==> src/rtl/ssp_frame_tx_pkg.sv <==
// Shared definitions for the FPGA->ARM SSP transmitter: FSM encodings and default
// geometry, kept identical to the values used by the ARM-side SSP receive logic.
package ssp_frame_tx_pkg;

  typedef enum logic {
    IDLE  = 1'b0,
    SHIFT = 1'b1
  } ssp_state_e;

  localparam int SSP_DATA_W     = 8;
  localparam int SSP_CLK_DIV    = 8;
  localparam int SSP_FIFO_DEPTH = 4;

endpackage

==> src/rtl/ssp_tx_fifo.sv <==
// Synchronous FIFO buffering words between a mode core and the SSP serialiser.
// DEPTH must be a power of two so the pointers wrap naturally.
module ssp_tx_fifo #(
  parameter int DATA_W = 8,
  parameter int DEPTH  = 4
) (
  input  logic                       clk_i,
  input  logic                       rst_i,
  input  logic                       push_i,
  input  logic [DATA_W-1:0]          wdata_i,
  input  logic                       pop_i,
  output logic [DATA_W-1:0]          rdata_o,
  output logic                       full_o,
  output logic                       empty_o,
  output logic [$clog2(DEPTH):0]     count_o
);

  localparam int AW = $clog2(DEPTH);
  localparam logic [AW:0] CNT_FULL = (AW+1)'(DEPTH);

  logic [AW-1:0]     wr_ptr_q, rd_ptr_q;
  logic [AW:0]       count_q, count_d;
  logic [DATA_W-1:0] mem_q [DEPTH];

  always_comb begin
    count_d = count_q;
    case ({push_i, pop_i})
      2'b10:   count_d = count_q + 1'b1;
      2'b01:   count_d = count_q - 1'b1;
      default: count_d = count_q;
    endcase
  end

  always_ff @(posedge clk_i) begin
    if (rst_i) begin
      wr_ptr_q <= '0;
      rd_ptr_q <= '0;
      count_q  <= '0;
    end else begin
      if (push_i) wr_ptr_q <= wr_ptr_q + 1'b1;
      if (pop_i)  rd_ptr_q <= rd_ptr_q + 1'b1;
      count_q <= count_d;
    end
  end

  // Storage is not reset; the count alone defines which entries are live.
  always_ff @(posedge clk_i) begin
    if (push_i) mem_q[wr_ptr_q] <= wdata_i;
  end

  assign rdata_o = mem_q[rd_ptr_q];
  assign full_o  = (count_q == CNT_FULL);
  assign empty_o = (count_q == '0);
  assign count_o = count_q;

endmodule

==> src/rtl/ssp_frame_tx.sv <==
// Serialises buffered words MSB-first onto the ARM SSP link (ssp_clk/ssp_frame/ssp_din).
// Holds the bit-clock divider, the frame FSM, the shift register and the bit counter.
module ssp_frame_tx import ssp_frame_tx_pkg::*; #(
  parameter int DATA_W     = SSP_DATA_W,
  parameter int CLK_DIV    = SSP_CLK_DIV,
  parameter int FIFO_DEPTH = SSP_FIFO_DEPTH
) (
  input  logic              ck_1356meg,
  input  logic              reset,
  input  logic              enable,
  input  logic [DATA_W-1:0] tx_data,
  input  logic              tx_valid,
  output logic              tx_ready,
  output logic              busy,
  output logic              ssp_clk,
  output logic              ssp_frame,
  output logic              ssp_din,
  output ssp_state_e        dbg_state
);

  localparam int DIV_W = $clog2(CLK_DIV);
  localparam int BIT_W = $clog2(DATA_W);
  localparam int CNT_W = $clog2(FIFO_DEPTH) + 1;
  localparam logic [DIV_W-1:0] DIV_LAST = DIV_W'(CLK_DIV - 1);
  localparam logic [DIV_W-1:0] DIV_HALF = DIV_W'(CLK_DIV / 2);
  localparam logic [BIT_W-1:0] BIT_LAST = BIT_W'(DATA_W - 1);
  localparam logic [CNT_W-1:0] CNT_ONE  = CNT_W'(1);

  ssp_state_e        state_q, state_d;
  logic [DIV_W-1:0]  div_q, div_d;
  logic [BIT_W-1:0]  bit_q, bit_d;
  logic [DATA_W-1:0] shreg_q, shreg_d;
  logic              clk_q, clk_d;
  logic              frame_q, frame_d;
  logic              din_q, din_d;
  logic              busy_q, busy_d;

  logic              running, tick, start, push, pop;
  logic              fifo_full, fifo_empty;
  logic [DATA_W-1:0] fifo_rdata;
  logic [CNT_W-1:0]  fifo_count;

  // Handshake: a word transfers on any cycle with tx_valid & tx_ready; tx_ready is
  // low while full or in reset, and the producer may change tx_data freely otherwise.
  assign tx_ready = !fifo_full && !reset;
  assign push     = tx_valid && tx_ready;

  // Running keeps the divider alive until an in-flight word has fully left.
  assign running = enable || (state_q == SHIFT);
  assign tick    = running && (div_q == DIV_LAST);
  assign start   = tick && enable && !fifo_empty &&
                   ((state_q == IDLE) || (bit_q == BIT_LAST));
  assign pop     = start;

  ssp_tx_fifo #(
    .DATA_W (DATA_W),
    .DEPTH  (FIFO_DEPTH)
  ) u_fifo (
    .clk_i   (ck_1356meg),
    .rst_i   (reset),
    .push_i  (push),
    .wdata_i (tx_data),
    .pop_i   (pop),
    .rdata_o (fifo_rdata),
    .full_o  (fifo_full),
    .empty_o (fifo_empty),
    .count_o (fifo_count)
  );

  always_comb begin
    state_d = state_q;
    bit_d   = bit_q;
    shreg_d = shreg_q;
    frame_d = frame_q;
    din_d   = din_q;
    div_d   = '0;
    if (running) div_d = (div_q == DIV_LAST) ? '0 : div_q + 1'b1;

    if (tick) begin
      if (start) begin
        state_d = SHIFT;
        shreg_d = fifo_rdata;
        bit_d   = '0;
        frame_d = 1'b1;
        din_d   = fifo_rdata[DATA_W-1];
      end else if ((state_q == SHIFT) && (bit_q != BIT_LAST)) begin
        bit_d   = bit_q + 1'b1;
        shreg_d = {shreg_q[DATA_W-2:0], 1'b0};
        din_d   = shreg_q[DATA_W-2];
        frame_d = 1'b0;
      end else begin
        state_d = IDLE;
        frame_d = 1'b0;
        din_d   = 1'b0;
      end
    end

    // Registered copies of next-state values keep every output glitch-free.
    clk_d  = (div_d >= DIV_HALF);
    busy_d = (state_d == SHIFT) || push || (fifo_count > CNT_ONE) ||
             ((fifo_count == CNT_ONE) && !pop);
  end

  always_ff @(posedge ck_1356meg) begin
    if (reset) begin
      state_q <= IDLE;
      div_q   <= '0;
      bit_q   <= '0;
      shreg_q <= '0;
      clk_q   <= 1'b0;
      frame_q <= 1'b0;
      din_q   <= 1'b0;
      busy_q  <= 1'b0;
    end else begin
      state_q <= state_d;
      div_q   <= div_d;
      bit_q   <= bit_d;
      shreg_q <= shreg_d;
      clk_q   <= clk_d;
      frame_q <= frame_d;
      din_q   <= din_d;
      busy_q  <= busy_d;
    end
  end

  assign ssp_clk   = clk_q;
  assign ssp_frame = frame_q;
  assign ssp_din   = din_q;
  assign busy      = busy_q;
  assign dbg_state = state_q;

endmodule

==> config.mk <==
export PLATFORM = sky130hd
export DESIGN_NAME = ssp_frame_tx
export DESIGN_NICKNAME = d
export VERILOG_FILES = /design/src/rtl/ssp_frame_tx_pkg.sv /design/src/rtl/ssp_tx_fifo.sv /design/src/rtl/ssp_frame_tx.sv
export SDC_FILE = /design/constraint.sdc
export NUM_CORES = 1
export LEC_CHECK = 0
export ABC_AREA = 1
export CORE_MARGIN = 2
export CORE_UTILIZATION = 50
export CTS_BUF_LIST = sky130_fd_sc_hd__clkbuf_16
export DETAILED_ROUTE_END_ITERATION = 12
export PLACE_DENSITY = 0.8
export SYNTH_ARGS = -nofsm -noshare
export SYNTH_HDL_FRONTEND = slang
export SYNTH_SLANG_ARGS = --single-unit
==> constraint.sdc <==
create_clock -name ck_1356meg -period 2.3 [get_ports ck_1356meg]
set_input_delay 0.345 -clock ck_1356meg [delete_from_list [all_inputs] [get_ports ck_1356meg]]
set_output_delay 0.345 -clock ck_1356meg [all_outputs]
set_load 0.02 [all_outputs]
==> metrics, run 1 <==
Max transition margin 0.575; worst-path fanout max 5; ant diodes 0; Post-CTS Hold Buffers 0; clk buf depth 2; RD Place Congestion 0.760; First DRT Iteration DRCs between 70 and 80; I/O Buffers 17; CP arrival ~1900 ps; wire length on met3 ~190 um; Cell variety after synth 27; syn avg cell area roughly 9.3 sq um; clk sink count 58; flops & latches, synth just under 60; Setup CP Type flop to primary output; Clock transition at path regs ~50 ps; dpl ws around 250 ps; Least-Margin Pin Slew approximately 640 ps; cts repair resizes 0; die width ~77 um; top sig layer met4; maximum vdd drop 0.520 mV; commonest non-fill, non-tap cells in the layout nand2_1 (76), inv_1 (54), edfxtp_1 (32), dfxtp_1 (26), nor2_1 (18); Fin Setup TNS 0 ps; fill count 450; Achievable Freq 455 MHz; area grow syn2layout 19.0%; netlist area before placement about 2700 sq um; Hold Path Class flop to flop; Cell Pwr Density about 770 nW/um^2; syn_nets 313; Setup Skew between 7 and 8 ps; Slew Limit Fails 0; row count 26; first-pass GRT wire length 7.77 mm; worst hold slack between 400 and 500 ps; total gr overflow 0; Die ar. about 6000 sq um; most common cell after layout, fill and taps aside nand2_1; RSZ-0062 raised after global routing false; DRT Pass-1 Iters 4; yosys warns 0; CTS Buf Count 9; # IOs 18; crit start category flop; CP cell instances inv_1, ha_1, a21oi_1, clkdlybuf4s50_1; status finished, final reports clean; worst flop-to-flop path endpoint u_fifo.count_o[2]$_SDFFE_PP0P_; vias after detailed routing around 1900; starting density of the core 0.520; Met2 Routed Length 2.17 mm; layout cells sized above 1 0.122; largest net degree at the start of global routing 18; Mapped Cells around 290; met1 WL about 2.1 mm; worst skew pair latency between 300 and 400 ps; Power Total approximately 0.0024 W; CP peak stage delay 610 ps; Tcrit/Tclk final 0.955; CORE AREA between 5000 and 6000 sq um; Seq/Total Area, Yosys 0.554; final worst slack between 100 and 150 ps; Setup crit end kind primary output; final WL about 4.6 mm; Core Util, Final 0.619; worst reg2reg startpoint bit_q[0]$_SDFFE_PP0P_; Routed WL per cell roughly 12 um; Max-Cap Viols 0; fin nets 340; Die Y between 70 and 80 um; CTS tree built; static leakage approximately 1.4 nW; vias per cell approximately 4.7; register area around 1500 sq um; vias in the first global route 1750; Post CTS Setup Buffer Count 0; DRC viols 0; area of the multi-input gates a little over 900 sq um; Hold Path Cell Cnt 1; worst-case hold path end point div_q[0]$_SDFF_PP0_; worst path required time about 2000 ps; Fin. Hold Viols 0; worst hold start div_q[0]$_SDFF_PP0_; total track usage 0.170; post-layout min period between 2000 and 2500 ps; # setup viols final 0; Root Buffer clkbuf_16; Reg2Reg Setup Slack 320 ps; Critical-path top delay cell clkdlybuf4s50_1; hpwl dp 3.06 mm; initial antenna violation count 0; Reg2Reg Depth 11; H-tree depth 3; Routed Antenna Nets 0
-- registers in the layout (all words and copies together), names as in the netlist, named ones only --
name,flops
u_fifo.wr_ptr_q,2
shreg_q,7
ssp_frame,1
u_fifo.rd_ptr_q,2
bit_q,3
dbg_state,1
busy,1
u_fifo.mem_q,32
div_q,3
u_fifo.count_o,3
ssp_din,1
-- kinds of logic after synthesis --
group	Yosys count	share of synthesized area
AOI/OAI and AO/OA	36	0.0823
adders and majority gates	13	0.0608
DFF	58	0.554
buffers and inverters	63	0.108
xor gates and xnor gates	2	0.00655
and+or+nand+nor	116	0.189
-- Yosys cell counts (all sizes together) --
library cell,instances,area share
a21oi,19,0.044
buf,7,0.026
clkinv,1,0.0033
dfxtp,26,0.19
edfxtp,32,0.36
ha,13,0.061
inv,55,0.078
nand2,79,0.12
nand3,16,0.039
nand3b,1,0.0028
nor2,19,0.029
nor3,1,0.0019
o21ai,16,0.036
o21bai,1,0.0028
xor2,2,0.0065
-- per-layer routing --
layer / global-route usage / up-vias
met2: 0.269 / 37
met4: 0.0804 / 0
met5: 0 / -
li1: - / 965
met3: 0.0576 / 11
met1: 0.208 / 838
-- critical path: cells and delay by family, from the launching register on --
kind / cells / cell delay, ps
AOI/OAI and AO/OA: 1 / 160
DFF: 1 / 420
buffers and inverters: 2 / 700
adders and majority gates: 1 / 260
-- worst max path at each step --
stage                                         startpoint                        endpoint  slack, ps  depth (start not counted)
after floorplan                      div_q[0]$_SDFF_PP0_  u_fifo.count_o[2]$_SDFFE_PP0P_        480                         11
after global placement                            enable  u_fifo.count_o[2]$_SDFFE_PP0P_        300                         10
after detailed placement                          enable  u_fifo.count_o[2]$_SDFFE_PP0P_        250                         10
after CTS                 u_fifo.count_o[0]$_SDFFE_PP0P_                        tx_ready         80                          4
after global routing      u_fifo.count_o[0]$_SDFFE_PP0P_                        tx_ready         10                          4
final                     u_fifo.count_o[0]$_SDFFE_PP0P_                        tx_ready        100                          4
-- layout make-up --
class	instances	share of cell area
tap	70	0.0275
timing repair buffer	23	0.0676
inverter	56	0.0684
sequential	58	0.465
clock buffer	10	0.0786
multi-input combinational	167	0.285
clock inverter	6	0.00786
-- power by group --
group / switching (W) / internal [W]
logic: 0.0000684 / 0.0000547
clock network: 0.000419 / 0.000771
registers: 0.00000995 / 0.00112
-- metrics by stage --
step / instances / instance area [sq um]
global placement: 374 / 2910
global route: 390 / 3180
finish: 390 / 3180
floorplan: 288 / 2680
CTS: 390 / 3180
detailed placement: 374 / 2910
Power figures use the tool's default switching activity.
==> run 2: changes to the inputs <==
--- a/config.mk
+++ b/config.mk
@@ -10,6 +10,7 @@
 export CORE_UTILIZATION = 50
 export CTS_BUF_LIST = sky130_fd_sc_hd__clkbuf_16
 export DETAILED_ROUTE_END_ITERATION = 12
+export GPL_TIMING_DRIVEN = 0
 export PLACE_DENSITY = 0.8
 export SYNTH_ARGS = -nofsm -noshare
 export SYNTH_HDL_FRONTEND = slang
==> run 2 against run 1 <==
Combinational power down 3%. Register-to-register slack got worse by 90 ps. Critical path depth is the same. Maximum frequency down 1.0%. Cell area increased by 1.5%. Sequential share of layout area decreased by 0.70 points. Count of clock-buffer cells in the layout is 1 lower. Die area did not move. Final cell count stayed put. Setup slack got worse by 23 ps. Sequential power about the same. Core utilization up 0.95 points. Critical path type unchanged. Critical endpoint unchanged.
==> metrics, run 2 (synthesized netlist as in run 1, its figures left out) <==
DRT Pass-1 Iters 4; Tcrit/Tclk final 0.965; vias per cell between 4 and 5; post-layout min period approximately 2200 ps; initial antenna violation count 0; Max transition margin 0.461; cts repair resizes 0; Setup crit end kind primary output; layout cells sized above 1 0.134; Routed Antenna Nets 0; first-pass GRT wire length between 7 and 8 mm; ant diodes 0; Post-CTS Hold Buffers 0; worst-path fanout max 5; crit start category flop; Cell Pwr Density around 810 nW/um^2; CP cell instances inv_1, ha_1, a21oi_1, clkdlybuf4s50_1; vias in the first global route around 1800; total track usage 0.176; Routed WL per cell roughly 12 um; fin nets 340; Core Util, Final 0.629; CP arrival 1870 ps; total gr overflow 0; largest net degree at the start of global routing 11; commonest non-fill, non-tap cells in the layout nand2_1 (76), inv_1 (51), edfxtp_1 (32), dfxtp_1 (26), nor2_1 (18); final worst slack a little over 80 ps; Root Buffer clkbuf_16; Die Y roughly 77 um; worst skew pair latency approximately 330 ps; Slew Limit Fails 0; DRC viols 0; fill count around 440; Setup Skew between 7 and 8 ps; maximum vdd drop ~0.6 mV; static leakage ~1.4 nW; CORE AREA between 5000 and 6000 sq um; dpl ws about 240 ps; clk buf depth 2; Power Total ~0.0026 W; First DRT Iteration DRCs 104; status finished, final reports clean; Fin Setup TNS 0 ps; Hold Path Class input pin to flop; Placed Area a little under 3000 sq um; Die ar. about 6000 sq um; RSZ-0062 raised after global routing false; H-tree depth 3; die width a little under 80 um; final instance area around 3200 sq um; clk sink count 58; register area approximately 1500 sq um; worst path required time a little under 2000 ps; RD Place Congestion 0.776; Fin. Hold Viols 0; # IOs 18; Max-Cap Viols 0; most common cell after layout, fill and taps aside nand2_1; Post CTS Setup Buffer Count 0; Setup CP Type flop to primary output; hpwl dp roughly 3.1 mm; CTS tree built; area grow syn2layout 20.8%; Achievable Freq approximately 450 MHz; I/O Buffers 16; CP peak stage delay roughly 610 ps; Least-Margin Pin Slew between 800 and 900 ps; row count 26; vias after detailed routing between 1500 and 2000; Largest regs u_fifo.mem_q (32), shreg_q (7); CTS Buf Count 9; area of the multi-input gates roughly 910 sq um; max reg flops 32; most flop-heavy register u_fifo.mem_q; Clock transition at path regs about 50 ps; starting density of the core 0.520; # setup viols final 0; final WL about 4.7 mm; Critical-path top delay cell clkdlybuf4s50_1
run 2: changes by cell type in the layout (fill, tap and decap cells not counted), sizes merged:
cell | previous run | this run
buf | 6 | 7
bufinv | 0 | 2
clkbuf | 10 | 9
inv | 58 | 55
clkdlybuf4s50 | 17 | 16
clkinv | 4 | 6
run 2: final timing paths:
path / slack, ps / from / end / cells after the start
setup / recovery: 80 / u_fifo.count_o[0]$_SDFFE_PP0P_ / tx_ready / 4
hold / removal: 330 / reset / ssp_din$_SDFFE_PP0N_ / 2
setup reg to reg: 230 / u_fifo.count_o[0]$_SDFFE_PP0P_ / u_fifo.mem_q[3][5]$_DFFE_PP_ / 5
hold reg to reg: 430 / div_q[0]$_SDFF_PP0_ / div_q[0]$_SDFF_PP0_ / 1
run 2: area by class of cell:
cell class / count / area share
Sequential cell: 58 / 0.458
Multi-Input combinational cell: 167 / 0.280
Clock buffer: 9 / 0.0697
Inverter: 56 / 0.0674
Timing Repair Buffer: 16 / 0.0496
Tap cell: 70 / 0.0271
Clock inverter: 7 / 0.0259
Buffer: 7 / 0.0217
run 2: power breakdown:
part           leakage, nW  internal [W]  switching (W)
registers            0.501       0.00112     0.00000988
logic                0.766     0.0000513      0.0000676
clock network        0.156      0.000933       0.000436
total                 1.42       0.00210       0.000514
run 2: metrics by stage:
stage                     hold slack [ps]  std cells
after detailed placement              427        374
after global routing                  341        390
after global placement                416        374
after CTS                             321        390
after floorplan                       404        288
final                                 332        390
run 2: per-layer routing:
metal / global-route usage / share of wire
met5: 0 / 0
met4: 0.0857 / 0.021
met2: 0.297 / 0.51
met1: 0.193 / 0.43
met3: 0.0706 / 0.034
run 2: critical path: cells and delay by family, from the launching register on:
kind / cells / cell delay [ps]
AOI/OAI and AO/OA: 1 / 160
adders and majority gates: 1 / 260
buffers and inverters: 2 / 700
DFF: 1 / 420
==> run 3: changes to the inputs <==
--- a/config.mk
+++ b/config.mk
@@ -11,6 +11,7 @@
 export CTS_BUF_LIST = sky130_fd_sc_hd__clkbuf_16
 export DETAILED_ROUTE_END_ITERATION = 12
 export GPL_TIMING_DRIVEN = 0
+export HOLD_SLACK_MARGIN = 0.15
 export PLACE_DENSITY = 0.8
 export SYNTH_ARGS = -nofsm -noshare
 export SYNTH_HDL_FRONTEND = slang
==> results of run 3 <==
The final DEF is identical to that of run 2; final timing and power are the same.
